===== src/rtl/udp_cmd_parser.sv =====
// udp_cmd_parser: decodes fixed-format register commands from UDP payload.
// Accepts 8-bit AXI-Stream frames; issues write/read commands on cmd_*.
//
// Ports:
//   m_clk, m_rst_n       clock, async active-low reset
//   s_tdata/tvalid/...   payload stream in (tuser = bad frame, with tlast)
//   cmd_valid/ready      command handshake
//   cmd_write/addr/data  decoded command, stable while cmd_valid
//   err_pulse            one strobe per discarded frame
//   good_cnt, err_cnt    saturating frame counters
module udp_cmd_parser #(
    parameter logic [7:0] SYNC_BYTE = 8'hA5,
    parameter logic [7:0] OP_WRITE  = 8'h01,
    parameter logic [7:0] OP_READ   = 8'h02,
    parameter int         CNT_WIDTH = 16
) (
    input  logic                 m_clk,
    input  logic                 m_rst_n,
    input  logic [7:0]           s_tdata,
    input  logic                 s_tvalid,
    output logic                 s_tready,
    input  logic                 s_tlast,
    input  logic                 s_tuser,
    output logic                 cmd_valid,
    input  logic                 cmd_ready,
    output logic                 cmd_write,
    output logic [7:0]           cmd_addr,
    output logic [31:0]          cmd_data,
    output logic                 err_pulse,
    output logic [CNT_WIDTH-1:0] good_cnt,
    output logic [CNT_WIDTH-1:0] err_cnt
);

    typedef enum logic [2:0] {
        IDLE,
        OPCODE,
        ADDR,
        DATA,
        DROP,
        ISSUE
    } state_t;

    localparam logic [CNT_WIDTH-1:0] CNT_ONE = {{(CNT_WIDTH-1){1'b0}}, 1'b1};

    state_t               r_state;
    state_t               w_nxt;
    logic                 r_tready;
    logic                 r_valid;
    logic                 r_write;
    logic [7:0]           r_addr;
    logic [31:0]          r_data;
    logic [1:0]           r_cnt;
    logic                 r_err_pulse;
    logic [CNT_WIDTH-1:0] r_good_cnt;
    logic [CNT_WIDTH-1:0] r_err_cnt;
    logic                 w_beat;
    logic                 w_err;
    logic                 w_op_ok;
    logic                 w_issue;

    assign w_beat  = s_tvalid & r_tready;
    assign w_op_ok = (s_tdata == OP_WRITE) || (s_tdata == OP_READ);
    assign w_issue = (w_nxt == ISSUE) && (r_state != ISSUE);

    // Next state and error detection. A tlast beat in a parsing state
    // either completes a good frame or ends in IDLE with an error; a
    // non-tlast error parks in DROP until the frame's tlast.
    always_comb begin
        w_nxt = r_state;
        w_err = 1'b0;
        if (w_beat) begin
            case (r_state)
                IDLE: begin
                    if (s_tlast) begin
                        w_err = 1'b1;
                    end else if (s_tdata == SYNC_BYTE) begin
                        w_nxt = OPCODE;
                    end else begin
                        w_err = 1'b1;
                        w_nxt = DROP;
                    end
                end
                OPCODE: begin
                    if (s_tlast) begin
                        w_err = 1'b1;
                        w_nxt = IDLE;
                    end else if (w_op_ok) begin
                        w_nxt = ADDR;
                    end else begin
                        w_err = 1'b1;
                        w_nxt = DROP;
                    end
                end
                ADDR: begin
                    if (s_tlast) begin
                        if (!s_tuser && !r_write) begin
                            w_nxt = ISSUE;
                        end else begin
                            w_err = 1'b1;
                            w_nxt = IDLE;
                        end
                    end else if (r_write) begin
                        w_nxt = DATA;
                    end else begin
                        w_err = 1'b1;
                        w_nxt = DROP;
                    end
                end
                DATA: begin
                    if (s_tlast) begin
                        if (!s_tuser && r_cnt == 2'd3) begin
                            w_nxt = ISSUE;
                        end else begin
                            w_err = 1'b1;
                            w_nxt = IDLE;
                        end
                    end else if (r_cnt == 2'd3) begin
                        w_err = 1'b1;
                        w_nxt = DROP;
                    end
                end
                DROP: begin
                    if (s_tlast) begin
                        w_nxt = IDLE;
                    end
                end
                default: begin
                    w_nxt = r_state;
                end
            endcase
        end
        if (r_state == ISSUE && cmd_ready) begin
            w_nxt = IDLE;
        end
    end

    always_ff @(posedge m_clk or negedge m_rst_n) begin
        if (!m_rst_n) begin
            r_state     <= IDLE;
            r_tready    <= 1'b0;
            r_valid     <= 1'b0;
            r_write     <= 1'b0;
            r_addr      <= 8'h00;
            r_data      <= 32'h0;
            r_cnt       <= 2'd0;
            r_err_pulse <= 1'b0;
            r_good_cnt  <= '0;
            r_err_cnt   <= '0;
        end else begin
            r_state     <= w_nxt;
            r_tready    <= (w_nxt != ISSUE);
            r_valid     <= (w_nxt == ISSUE);
            r_err_pulse <= w_err;
            if (w_beat) begin
                case (r_state)
                    OPCODE: begin
                        if (!s_tlast && w_op_ok) begin
                            r_write <= (s_tdata == OP_WRITE);
                            if (s_tdata == OP_READ) begin
                                r_data <= 32'h0;
                            end
                        end
                    end
                    ADDR: begin
                        r_addr <= s_tdata;
                        r_cnt  <= 2'd0;
                    end
                    DATA: begin
                        // Big-endian: first data byte ends up in [31:24].
                        r_data <= {r_data[23:0], s_tdata};
                        r_cnt  <= r_cnt + 2'd1;
                    end
                    default: begin
                        r_cnt <= r_cnt;
                    end
                endcase
            end
            if (w_issue && r_good_cnt != '1) begin
                r_good_cnt <= r_good_cnt + CNT_ONE;
            end
            if (w_err && r_err_cnt != '1) begin
                r_err_cnt <= r_err_cnt + CNT_ONE;
            end
        end
    end

    assign s_tready  = r_tready;
    assign cmd_valid = r_valid;
    assign cmd_write = r_write;
    assign cmd_addr  = r_addr;
    assign cmd_data  = r_data;
    assign err_pulse = r_err_pulse;
    assign good_cnt  = r_good_cnt;
    assign err_cnt   = r_err_cnt;

endmodule

===== config.mk =====
export PLATFORM = sky130hd
export DESIGN_NAME = udp_cmd_parser
export DESIGN_NICKNAME = d
export VERILOG_FILES = /design/src/rtl/udp_cmd_parser.sv
export SDC_FILE = /design/constraint.sdc
export NUM_CORES = 1
export LEC_CHECK = 0
export BUFFER_PORTS_ARGS = -buffer_cell sky130_fd_sc_hd__buf_2
export CELL_PAD_IN_SITES_DETAIL_PLACEMENT = 0
export CELL_PAD_IN_SITES_GLOBAL_PLACEMENT = 1
export CORE_MARGIN = 1.5
export CORE_UTILIZATION = 37
export DETAILED_ROUTE_END_ITERATION = 8
export PLACE_DENSITY_LB_ADDON = 0.1
export SYNTH_ARGS = -nofsm -noshare
export SYNTH_HDL_FRONTEND = slang
export SYNTH_SLANG_ARGS = --single-unit

===== constraint.sdc =====
create_clock -name m_clk -period 1.9 [get_ports m_clk]
set_input_delay 0.19 -clock m_clk [delete_from_list [all_inputs] [get_ports m_clk]]
set_output_delay 0.19 -clock m_clk [all_outputs]
set_load 0.005 [all_outputs]

After elaboration in Yosys (flattened, before gate mapping) --
Index checks and enable logic that the tools add are counted. W data, S select, Z words.
Storage, ports and cells: register bits 81, latch bits 0, bits in writable memories 0, bits in read-only memories 0, word-level logic and storage cells 78, memories kept 0
Operators by class: add/sub/neg operators 3, multipliers 0, div/mod/pow operators 0, $lt $le $gt $ge 0, equality and inequality tests 16, shifts and indexed selects 0, multiplexer cells 30, bitwise logic cells 1, reductions and logical operators 18
Operators by type and width (number):
- $mux W32 | 2
- $pmux W32 S2 | 1
- $mux W3 | 13
- $add A16 B1 Y16 const B | 2
- $ne A16 B16 Y1 const B | 2
- $pmux W3 S5 | 1
- $mux W1 | 11
- $eq A3 B3 Y1 const B | 3
- $eq A8 B1 Y1 const B | 1
- $eq A8 B2 Y1 const B | 1
- $eq A8 B8 Y1 const B | 1
- $logic_and A1 B1 Y1 | 7
- $eq A3 B2 Y1 const B | 2
- $ne A3 B3 Y1 const B | 2
- $ne A2 B2 Y1 const B | 2
- $pmux W1 S4 | 1
- $pmux W2 S2 | 1
- $reduce_and A2 Y1 | 2
- $reduce_and A4 Y1 | 1
- $reduce_bool A2 Y1 | 2
- $eq A3 B1 Y1 const B | 1
- $logic_not A1 Y1 | 3
- $logic_not A3 Y1 | 1
- $reduce_and A3 Y1 | 1
- 4 further kinds | 4

Logic depth before layout (Yosys ltp) --
depth in word-level cells 10, mapped depth 9, depth with buffers taken out 8

Least setup slack after synthesis --
OpenSTA, ideal clock, no wires.
path type register to register, from reg r_err_cnt[0] (netlist: err_cnt[0]), to reg r_err_cnt[5] (netlist: err_cnt[5]), setup time 0.124 ns, arrival 1.851 ns, required time 1.776 ns, slack -0.075 ns, stages on the path, launching flop included 9, buffers on the path 1, period minus slack after synthesis 1.975 ns, cell sequence dfrtp_1 ha_1 nand4_1 or4_4 nand4bb_1 buf_6 nor2b_4 and3_1 xor2_1
On the way: cells in the longest elaborated chain, start to end 2, elaborated cells on any way between the ends 3
Ends and longest elaborated chain:
- start, declared | line 55 | logic [CNT_WIDTH-1:0] r_err_cnt;
- start signal, assigned | line 182 | r_err_cnt <= r_err_cnt + CNT_ONE;
- parallel branches: the longest is 2 deep, another holds $add A16 B1 Y16
Parallel ways; which one is timed is not known. A chain may end at the register's enable or synchronous reset.

Final worst setup path --
from reg r_cnt[0], to reg r_good_cnt[1] (netlist: good_cnt[1])
On the way: cells in the longest elaborated chain, start to end 10, elaborated cells on any way between the ends 11
Ends and longest elaborated chain:
- start, declared | line 52 | logic [1:0] r_cnt;
- start signal, assigned | line 171 | r_cnt <= r_cnt + 2'd1;
- start signal, assigned | line 174 | r_cnt <= r_cnt;
- $eq A2 B2 Y1 * | line 111, 117
- $logic_and A1 B1 Y1 | line 111 | if (!s_tuser && r_cnt == 2'd3) begin
- $mux W3 | line 111
- $mux W3 * | line 110 | if (s_tlast) begin
- $pmux W3 S5 * | line 72 | case (r_state)
- $mux W3 * | line 71 | if (w_beat) begin
- $mux W3 * | line 132 | if (r_state == ISSUE && cmd_ready) begin
- net w_nxt[0] | line 46 | state_t w_nxt;
- $eq A3 B3 Y1 * | line 63 | assign w_issue = (w_nxt == ISSUE) && (r_state != ISSUE);
- $logic_and A1 B1 Y1 * | line 63
- $logic_and A1 B1 Y1 * | line 178 | if (w_issue && r_good_cnt != '1) begin
- end signal, assigned | line 179 | r_good_cnt <= r_good_cnt + CNT_ONE;
- end, declared | line 54 | logic [CNT_WIDTH-1:0] r_good_cnt;
The timed path passes the listed nets; every way through them passes the cells marked *.

==> reports/metrics.csv <==
metric,value,unit
Yosys top cell by area,dfrtp_1,
Post-Syn Nets,390,
crit path kind,reg2reg,
Post-synth top flop,dfrtp_1,
pwr dens,699.9,mW/mm²
initial core utilization,38.47,%
Tcrit/Tclk final,107.1,%
Clock transition at path regs,0.08,ns
met3 WL,395,µm
syn_area_per_cell,10.13,µm²
Synth warnings,0,
ys async rst share,100.0,%
DRT Wirelength,9505,µm
Clock Skew,0.01325,ns
post-synth top area share,53.66,%
CP required,2.14,ns
Core Area,0.009819,mm²
status,"finished, violations left",
Rows,36,
worst-skew pair later-pin latency,0.36,ns
global-route wire length before repair,15860,µm
worst setup margin,-0.1344,ns
drt wl/cell,13.98,µm
Die Wd,104.0,µm
drc violations,0,
Tmin final,2.034,ns
PortBufs,89,
wl on met1,4309,µm
static leakage,2.734,nW
RSZ-0062 raised after global routing,yes,
Flop pwr share,49.9,%
vias in the first global route,3268,
Antenna diodes,0,
met2 WL,4556,µm
Via density,4.749,
Max Root-Sink Buffers,2,
H-Tree Depth,3,
sum of negative setup slack,-1.347,ns
slew at the pin closest to its max-slew limit,0.4531,ns
Ports,90,
via count,3229,
total track usage,18.37,%
crit path DAT,2.27,ns
Crit. End Element,flip-flop,
Place WS,-0.2519,ns
sequential element share of the synthesized area,53.66,%
Overflow after GRT,0,
1st-iter DRT viols,111,
Post-synth EDFFs,0,
clk sink count,81,
initial antenna violation count,0,
max_slew headroom,69.40,%
Final Max Tran Viols,0,
Pint,2.824,mW
first drt pass iteration count,4,
most frequent cells after synthesis,"nand2_1, dfrtp_1, o21ai_0, nor2_1, xor2_1",
HPWL reported at the end of detailed placement,6858,µm
maximum vdd ir drop,0.0003380,V
Post-Synthesis Cells,373,
Clock Power Share,33.9,%
CP Launch Type,flip-flop,
"Max FO, Critical Path",8,
die height,104.0,µm
P_sw,0.9351,mW
CTS Root Cell,clkbuf_8,
Min Hold Slack,0.1413,ns
final hold viol count,0,
switch share,24.87,%
combinational fraction of design power,16.2,%
max cap viols,0,
Hold WC Path Type,in2reg,
Layout fillers,913,
"Cell Area, Synth",0.003777,mm²
setup violators final,20,
TritonCTS clock tree,built,
TritonCTS buffer count,9,
number of distinct library cells after synthesis,49,
most frequent cell after synthesis,nand2_1,
ANT nets after route,0,
GPL Wtd Cong,0.8504,
Layout Nets,560,
largest net degree at the start of global routing,65,
FMAX,491.5,MHz
failing checks,setup timing,
Synth area leaders,"dfrtp_1, nand2_1, o21ai_0, xor2_1, mux2_2",
uppermost routed layer,met4,
die area,0.01082,mm²
"FF+latch count, synth",81,
layout cells sized above 1,45.52,%
area delta synth->final,42.20,%
==> cell usage in the layout, fill, tap and decap left out, types with 3 or more instances in the layout <==
cell type and n:
mux2_2 8, o21ai_0 36, buf_6 6, a21oi_2 3
xnor2_1 10, nand2_2 5, nor3_1 3, nand4_1 8
buf_4 77, nand3_1 14, nor2_1 9, nor2b_1 3
nor2b_4 3, clkbuf_8 11, dfrtp_2 3, nor2_2 11
xor2_1 20, nor4_4 3, nand3_2 3, dfrtp_1 78
o21ai_1 3, buf_12 3, nand2_1 83, and3_1 4
buf_2 88
==> flip-flops by register name, indices dropped and copies added, names as in the netlist <==
signal / cells
cmd_addr: 8
r_cnt: 2
cmd_data: 32
s_tready: 1
good_cnt: 16
r_state: 3
cmd_write: 1
cmd_valid: 1
err_cnt: 16
err_pulse: 1
==> cells by family after synthesis <==
kind of cell             after synthesis  share of synthesized area, %
multiplexers                          10                         3.080
adder cells (fa/ha/maj)                3                        0.9938
XOR/XNOR                              30                         6.956
AND/OR/NAND/NOR                      179                         24.88
flip-flops                            81                         53.66
buffers and inverters                 18                         2.584
AO/OA/AOI/OAI                         52                         7.851
==> worst max-delay path, cell delays in order (launching register included) <==
cell      delay (ns)
dfrtp_1         0.39
ha_2            0.21
nor2b_4         0.16
o21ba_2         0.16
o21ai_1         0.10
a21oi_2         0.22
nand3b_4        0.20
nor2b_4         0.18
mux2_4          0.30
==> per-stage QoR <==
stage                     power (mW)  util, %  area (µm²)  instances
after detailed placement       2.479    49.83        4893        651
final                          3.760    54.70        5371        680
after global placement         2.463    49.83        4893        651
after floorplan                2.136        -        3789        373
after CTS                      3.806    53.35        5239        674
after global routing           3.955    54.70        5371        680
==> power by group through the flow <==
stage | sequential (mW) | clock, mW | combinational, mW
2_1_floorplan | 1.94 | 0 | 0.194
3_3_place_gp | 1.90 | 0 | 0.558
3_5_place_dp | 1.91 | 0 | 0.568
4_1_cts | 1.88 | 1.32 | 0.608
5_1_grt | 1.89 | 1.39 | 0.670
6_report | 1.88 | 1.27 | 0.608
==> cell type report <==
type                    instances  area (µm²)  area share, %
clock buffers                  13       158.9          2.958
repair buffers                175        1156          21.52
well taps                     133       166.4          3.098
multi-input cells             274        1814          33.78
flip-flops and latches         81        2031          37.81
clock inverters                 2       37.54         0.6988
inverters                       2       7.507         0.1398
==> worst paths after layout <==
kind	start	end	slack, ns	cells after the start
max in group asynchronous	m_rst_n	r_state[2]$_DFF_PN0_	0.96	3
min in group asynchronous	m_rst_n	cmd_data[29]$_DFFE_PN0P_	0.29	2
hold / removal	s_tdata[5]	cmd_data[5]$_DFFE_PN0P_	0.14	3
hold reg to reg	cmd_data[28]$_DFFE_PN0P_	cmd_data[28]$_DFFE_PN0P_	0.48	2
setup reg to reg	r_cnt[0]$_DFFE_PN0P_	good_cnt[1]$_DFFE_PN0P_	-0.13	8
setup / recovery	r_cnt[0]$_DFFE_PN0P_	good_cnt[1]$_DFFE_PN0P_	-0.13	8
==> metal layers <==
layer	global-route usage (%)	vias to the layer above
li1	-	1617
met1	23.38	1515
met2	29.61	81
met3	3.634	16
met4	9.623	0
met5	0	-
==> what timing repair did <==
action	CTS	global route
buffers inserted	7	6
pin swaps	14	9
hold endpoints to repair	25	0
gates resized for setup	24	23
hold buffers	1	0
endpoints found under the setup margin	27	30
No activity file was read; power rests on OpenSTA's default activity.
